$ cat src/rtl/uart_pkg.sv
// uart_pkg: shared FSM state types and frame constants for the 8N1 UART
package uart_pkg;
    localparam int DATA_BITS = 8;
    localparam logic START_BIT = 1'b0;
    localparam logic STOP_BIT = 1'b1;
    typedef enum logic [1:0] {TX_IDLE, TX_START, TX_DATA, TX_STOP} tx_state_t;
    typedef enum logic [1:0] {RX_IDLE, RX_START, RX_DATA, RX_STOP} rx_state_t;
endpackage

$ cat src/rtl/uart_rx.sv
// uart_rx: rxd synchronizer, mid-bit sampling receive FSM, rxdata hold and rts
module uart_rx
    import uart_pkg::*;
#(
    parameter int BIT_CLK = 8
) (
    input  logic       clk,
    input  logic       rst,
    input  logic       rxd,
    output logic [7:0] rxdata,
    output logic       rts
);
    localparam int W = $clog2(BIT_CLK) + 1;
    rx_state_t state_q, state_d;
    logic [W-1:0] cnt_q, cnt_d;
    logic [2:0] bit_q, bit_d;
    logic [7:0] shift_q, shift_d, rxdata_q, rxdata_d;
    logic s1_q, s2_q, err_q, err_d, rts_q;
    logic half_end, bit_end;
    assign half_end = cnt_q == W'(BIT_CLK / 2 - 1);
    assign bit_end = cnt_q == W'(BIT_CLK - 1);
    always_comb begin
        state_d = state_q;
        cnt_d = cnt_q + W'(1);
        bit_d = bit_q;
        shift_d = shift_q;
        rxdata_d = rxdata_q;
        err_d = err_q;
        case (state_q)
            RX_IDLE: begin
                cnt_d = '0;
                err_d = err_q & ~s2_q;
                if (!err_q && !s2_q) state_d = RX_START;
            end
            RX_START: if (half_end) begin
                cnt_d = '0;
                bit_d = '0;
                state_d = s2_q ? RX_IDLE : RX_DATA;
            end
            RX_DATA: if (bit_end) begin
                cnt_d = '0;
                shift_d = {s2_q, shift_q[7:1]};
                bit_d = bit_q + 3'd1;
                if (bit_q == 3'(DATA_BITS - 1)) state_d = RX_STOP;
            end
            RX_STOP: if (bit_end) begin
                cnt_d = '0;
                state_d = RX_IDLE;
                // a bad stop bit drops the byte and blocks re-arming until the line idles high
                if (s2_q == STOP_BIT) rxdata_d = shift_q;
                else err_d = 1'b1;
            end
            default: state_d = RX_IDLE;
        endcase
    end
    always_ff @(posedge clk) begin
        if (rst) begin
            s1_q <= 1'b1;
            s2_q <= 1'b1;
            state_q <= RX_IDLE;
            cnt_q <= '0;
            bit_q <= '0;
            shift_q <= '0;
            rxdata_q <= '0;
            err_q <= 1'b0;
            rts_q <= 1'b0;
        end else begin
            s1_q <= rxd;
            s2_q <= s1_q;
            state_q <= state_d;
            cnt_q <= cnt_d;
            bit_q <= bit_d;
            shift_q <= shift_d;
            rxdata_q <= rxdata_d;
            err_q <= err_d;
            rts_q <= state_q == RX_IDLE;
        end
    end
    assign rxdata = rxdata_q;
    assign rts = rts_q;
endmodule

$ cat src/rtl/uart_core.sv
// uart_core: 8N1 UART transceiver; a frame starts whenever txdata differs from the last byte sent
module uart_core
    import uart_pkg::*;
#(
    parameter int BIT_CLK = 8
) (
    input  logic       clk,
    input  logic       rst,
    input  logic [7:0] txdata,
    output logic       txd,
    input  logic       cts,
    input  logic       rxd,
    output logic [7:0] rxdata,
    output logic       rts
);
    localparam int W = $clog2(BIT_CLK) + 1;
    tx_state_t state_q, state_d;
    logic [W-1:0] cnt_q, cnt_d;
    logic [2:0] bit_q, bit_d;
    logic [7:0] shift_q, shift_d, last_q, last_d;
    logic txd_q, txd_d, bit_end;
    assign bit_end = cnt_q == W'(BIT_CLK - 1);
    always_comb begin
        state_d = state_q;
        cnt_d = bit_end ? '0 : cnt_q + W'(1);
        bit_d = bit_q;
        shift_d = shift_q;
        last_d = last_q;
        txd_d = txd_q;
        case (state_q)
            TX_IDLE: begin
                cnt_d = '0;
                if (txdata != last_q && cts) begin
                    state_d = TX_START;
                    shift_d = txdata;
                    last_d = txdata;
                    txd_d = START_BIT;
                end
            end
            TX_START: if (bit_end) begin
                state_d = TX_DATA;
                bit_d = '0;
                txd_d = shift_q[0];
                shift_d = shift_q >> 1;
            end
            TX_DATA: if (bit_end) begin
                if (bit_q == 3'(DATA_BITS - 1)) begin
                    state_d = TX_STOP;
                    txd_d = STOP_BIT;
                end else begin
                    bit_d = bit_q + 3'd1;
                    txd_d = shift_q[0];
                    shift_d = shift_q >> 1;
                end
            end
            TX_STOP: if (bit_end) state_d = TX_IDLE;
            default: state_d = TX_IDLE;
        endcase
    end
    always_ff @(posedge clk) begin
        if (rst) begin
            state_q <= TX_IDLE;
            cnt_q <= '0;
            bit_q <= '0;
            shift_q <= '0;
            last_q <= '0;
            txd_q <= 1'b1;
        end else begin
            state_q <= state_d;
            cnt_q <= cnt_d;
            bit_q <= bit_d;
            shift_q <= shift_d;
            last_q <= last_d;
            txd_q <= txd_d;
        end
    end
    assign txd = txd_q;
    uart_rx #(.BIT_CLK(BIT_CLK)) u_rx (
        .clk(clk),
        .rst(rst),
        .rxd(rxd),
        .rxdata(rxdata),
        .rts(rts)
    );
endmodule

$ cat config.mk
export PLATFORM = sky130hd
export DESIGN_NAME = uart_core
export DESIGN_NICKNAME = d
export VERILOG_FILES = /design/src/rtl/uart_pkg.sv /design/src/rtl/uart_rx.sv /design/src/rtl/uart_core.sv
export SDC_FILE = /design/constraint.sdc
export NUM_CORES = 1
export LEC_CHECK = 0
export CAP_MARGIN = 5
export CORE_MARGIN = 4
export CORE_UTILIZATION = 45
export DETAILED_ROUTE_END_ITERATION = 8
export PLACE_DENSITY = 0.74
export SLEW_MARGIN = 10
export SYNTH_ARGS = -nofsm -noshare
export SYNTH_HDL_FRONTEND = slang
export SYNTH_SLANG_ARGS = --single-unit
$ cat constraint.sdc
create_clock -name clk -period 5.4 [get_ports clk]
set_input_delay 1.08 -clock clk [delete_from_list [all_inputs] [get_ports clk]]
set_output_delay 1.08 -clock clk [all_outputs]
set_load 0.02 [all_outputs]
# [Word level (Yosys, flattened, before mapping)]
# Index checks and enable logic that the tools add are counted.
# W data, S select, Z words.
[word_totals] output_inout_bits=10 in_bits=12 reg_bits=55 word_cells=103
[op_classes] bitwise_logic=2 eq_ne=24 n_addsub=4 mux=36 reduce_logical=22
[op_table] op="$mux W8" count=4
[op_table] op="$pmux W8 S3" count=1
[op_table] op="$mux W2" count=11
[op_table] op="$pmux W2 S4" count=2
[op_table] op="$mux W3" count=5
[op_table] op="$reduce_and A5 Y1" count=3
[op_table] op="$ne A2 B2 Y1 const B" count=7
[op_table] op="$pmux W3 S2" count=2
[op_table] op="$pmux W4 S3" count=1
[op_table] op="$ne A2 B1 Y1 const B" count=5
[op_table] op="$reduce_and A3 Y1" count=3
[op_table] op="$add A4 B1 Y4 const B" count=2
[op_table] op="$eq A2 B2 Y1 const B" count=4
[op_table] op="$eq A4 B3 Y1 const B" count=2
[op_table] op="$mux W4" count=2
[op_table] op="$ne A8 B8 Y1" count=1
[op_table] op="$reduce_and A4 Y1" count=2
[op_table] op="$add A3 B1 Y3 const B" count=2
[op_table] op="$eq A3 B3 Y1 const B" count=2
[op_table] op="$mux W1" count=6
[op_table] op="$reduce_bool A2 Y1" count=3
[op_table] op="$eq A2 B1 Y1 const B" count=2
[op_table] op="$eq A4 B2 Y1 const B" count=1
[op_table] op="$logic_not A2 Y1" count=2
[op_table] op="other kinds (10)" count=13

# [Logic depth before layout (Yosys ltp)]
[logic_depth] depth_word=4 ltp_mapped=10 depth_no_buf=7

# [Cells and area by module]
# From an unflattened synthesis, not the netlist that was laid out.
[hier_totals] hier_cells=284 area_unflattened_um2=2631.3
[modules_own_cells] mod="uart_core" seq_area_each_um2=520.5 cells_each=145 area_each_um2=1377.6 instances=1
[modules_own_cells] mod="uart_rx" seq_area_each_um2=580.6 cells_each=139 area_each_um2=1253.7 instances=1

# [Least setup slack after synthesis]
# OpenSTA, ideal clock, no wires.
[synth_timing] path_kind="input port to flip-flop" from="input txdata[5]" to="register shift_q[5]" path_buffers=1 required_time_ps=5269 path_slack_ps=3042 t_arrival_ps=2227 setup_ps=131 cell_stages=6 cell_sequence="xor2_1 > nor4_2 > a2111o_2 > buf_6 > a21o_1 > a21oi_2"
[synth_between] elab_chain_len=4 elab_cells_between_ends=6 classes_between="eq/ne: 2; mux: 2; reduce/logical: 2"
[synth_rtl] element="start, declared" line="uart_core.sv:9" source="input logic [7:0] txdata,"
[synth_rtl] element="$ne A8 B8 Y1" line="uart_core.sv:33" source="if (txdata != last_q && cts) begin"
[synth_rtl] element="$logic_and A1 B1 Y1" line="uart_core.sv:33"
[synth_rtl] element="$ne A2 B2 Y1 (no line)"
[synth_rtl] element="$reduce_and A5 Y1 (no line)"
[synth_rtl] element="end signal, assigned" line="uart_core.sv:72" source="shift_q <= shift_d;"
[synth_rtl] element="end, declared" line="uart_core.sv:20" source="logic [7:0] shift_q, shift_d, last_q, last_d;"
# Several ways; a longest one is shown, not always the timed one. The select of a mux whose other input is x is not followed.
# A chain may end at the register's enable or synchronous reset.

# [Worst setup path after layout]
[layout_timing] from="input txdata[0]" to="register shift_q[7]"
[layout_between] elab_chain_len=4
[layout_rtl] element="$ne A8 B8 Y1" line="uart_core.sv:33"
[layout_rtl] element="$logic_and A1 B1 Y1" line="uart_core.sv:33"
[layout_rtl] element="$ne A2 B2 Y1 (no line)"
[layout_rtl] element="$reduce_and A5 Y1 (no line)"
# No other way between the ends.

==> results.py <==
metrics = {
    "placement": {
        "portBuffers": 21,
        "gp_congestion": 0.766,
        "placed_cell_area_um2": 2820,
        "dp_hpwl_um": 3160,
        "placedCellCount": 359,
    },
    "routing": {
        "vias_per_cell": 5.17,
        "drt_first_iter_violations": 102,
        "dr_total_vias": 1897,
        "drt_pre_antenna_iters": 4,
        "totalWireLength_um": 4560,
        "route.detailed.drc": 0,
        "ant_nets": 0,
        "wire_per_inst_um": 12.4,
    },
    "synth": {
        "synth_top_area_share_pct": 42.4,
        "netlist_area_um2": 2600,
        "synth-adder-area-share_pct": 7.23,
        "synth_top_family_by_area": "simple AND/OR/NAND/NOR gates",
        "asyncSetResetFlopFracSynth_pct": 0,
        "synth_xor_area_share_pct": 4.05,
        "yosysUniqueCellTypes": 44,
        "synthTopCellsByArea": "dfxtp_1 42%, mux2i_1 10%, ha_1 7.2%",
        "synthFlopType": "dfxtp_1",
        "synth_edf_count": 0,
        "synth_top_area_cell": "dfxtp_1",
        "synth_cells": 280,
        "ys_warn_count": 0,
        "avgSynthCellArea_um2": 9.27,
        "yosys.area_share.simple_pct": 19.2,
        "synthMuxAreaShare_pct": 10.0,
        "synth_nets": 307,
        "synth_seq_cells": 55,
        "synth-compound-area-share_pct": 13.2,
        "ys_seq_area_share_pct": 42.4,
    },
    "timing": {
        "timing.fmax_mhz": 364,
        "setup-tns-final_ns": 0,
        "final_max_slew_viol_count": 0,
        "finalCritPeriodShare_pct": 50.8,
        "finalSetupViolCount": 0,
        "fin_skew_ns": 0.00654,
        "worst_pin_slew_ns": 1.00,
        "rsz0062_at_grt": "no",
        "max_slew_margin_pct": 33.3,
        "finalHoldViolations": 0,
        "fin_crit_ns": 2.75,
        "hold-worst-slack_ns": 0.420,
    },
    "critical_path": {
        "end_kind": "register",
        "r2r_setup_slack_ns": 3.20,
        "cp.arrival_ns": 2.98,
        "cp-start-kind": "input pin",
        "worstPathRequired_ns": 5.63,
        "path_max_fanout": 16,
        "crit_type": "input pin to register",
    },
    "die": {
        "initial_core_util_pct": 46.9,
        "io_pins": 22,
        "die_w_um": 84.0,
        "row_count": 27,
        "die_y_um": 84.0,
        "die_area_um2": 7050,
        "core-area_um2": 5540,
    },
    "clock_network": {
        "root_buffer": "clkbuf_8",
        "clock_path_buffers": 2,
        "cts_resized": 0,
        "clk_pin_slew_worst_paths_ns": 0.09,
        "cts_hold_buf": 0,
        "numCtsBuffers": 5,
        "numClockSinks": 55,
        "cts_tree": "built",
        "htreeDepth": 2,
        "clk_latency_ns": 0.31,
        "post_cts_buffers": 0,
    },
    "global_routing": {
        "track_usage_pct": 13.3,
        "grt_first_pass_wirelength_um": 7850,
        "grt_max_degree": 56,
        "grt_pass1_vias": 1728,
        "antenna_found_initial": 0,
        "grt_overflow": 0,
    },
    "finish": {
        "insertedDiodeCount": 0,
        "final_layout_size_suffix_gt1_share_pct": 9.49,
        "finalNonFillerCells": 367,
        "final_cell_mix": "55 x dfxtp_1, 31 x nor2_1, 26 x mux2i_1",
        "layout_commonest_cell": "dfxtp_1",
        "finalNetCount": 321,
        "fin_area_um2": 2930,
        "syn_to_final_growth_pct": 13.0,
    },
    "status": {
        "status": "complete, no violations",
    },
    "worst_hold_path": {
        "min_path_type": "register to register",
    },
    "power": {
        "total_leakage_power_uw": 0.00122,
        "total_power_uw": 1220,
        "power_density_nw_per_um2": 415,
        "max-vdd-ir-drop_v": 0.000208,
    },
    "flow_run": {
        "drv_cap": 0,
    },
}
[kinds of logic (layout without fill, tap and decap cells)]
kind of cell	Yosys count	after routing
simple gates	100	100
flops	55	55
buf+inv	22	37
fa+ha+maj	15	15
xor+xnor	12	12
compound gates	50	50
mux	26	26
[through the flow]
| step | setup slack [ns] | util [%] |
|---|---|---|
| after global routing | 2.53 | 52.9 |
| after global placement | 2.37 | 50.9 |
| after detailed placement | 2.34 | 50.9 |
| after CTS | 2.67 | 52.9 |
| after floorplan | 3.04 | - |
| final | 2.65 | 52.9 |
[registers in the layout, summed over array words and instances (netlist names), named ones only]
register	flops
u_rx.shift_q	8
u_rx.state_q	1
u_rx.rts	1
u_rx.cnt_q	4
u_rx.err_q	1
u_rx.s2_q	1
bit_q	3
last_q	8
state_q	2
u_rx.rxdata	8
txd	1
u_rx.s1_q	1
cnt_q	4
shift_q	8
u_rx.bit_q	3
[final timing paths]
kind                           startpoint                      end  cells after the start
setup / recovery                txdata[0]  shift_q[7]$_SDFFE_PP0P_                      6
hold / removal       u_rx.s1_q$_SDFF_PP1_     u_rx.s2_q$_SDFF_PP1_                      1
setup reg to reg  state_q[0]$_SDFFE_PP0P_  shift_q[7]$_SDFFE_PP0P_                      7
hold reg to reg      u_rx.s1_q$_SDFF_PP1_     u_rx.s2_q$_SDFF_PP1_                      1
[power breakdown]
group	switching, µW	leakage [µW]	internal, µW
clock network	132	0.0000581	138
registers	36.8	0.000447	465
logic	252	0.000712	193
total	421	0.00122	796
[cell usage after synthesis (4+ instances only)]
cell      number
inv_1          8
mux2i_1       26
nor2_1        31
dfxtp_1       55
nand2_1       24
a21o_2         5
ha_1          15
o21ai_0        5
nand3_1       16
clkbuf_1       8
a21oi_1       25
xor2_1        10
nand2b_1       4
[routing by layer]
layer	share of wire, %	track usage (%)
met1	50	17.7
met2	46	20.5
met3	2.9	3.46
met4	1.3	5.12
met5	0	0
[area by class of cell]
class	count	area, µm²
timing repair buffer	21	205
fill	549	2610
clock buffer	5	68.8
tap	72	90.1
inverter	8	30.0
sequential	55	1100
clock inverter	3	43.8
multi-input combinational	203	1390
[worst max-delay path, stage by stage]
cell and delay, ns:
clkdlybuf4s50_1 0.52, xor2_1 0.21, nor4_2 0.11, a2111o_2 0.62
a211o_1 0.30, a21oi_1 0.14
Power figures use the tool's default switching activity.
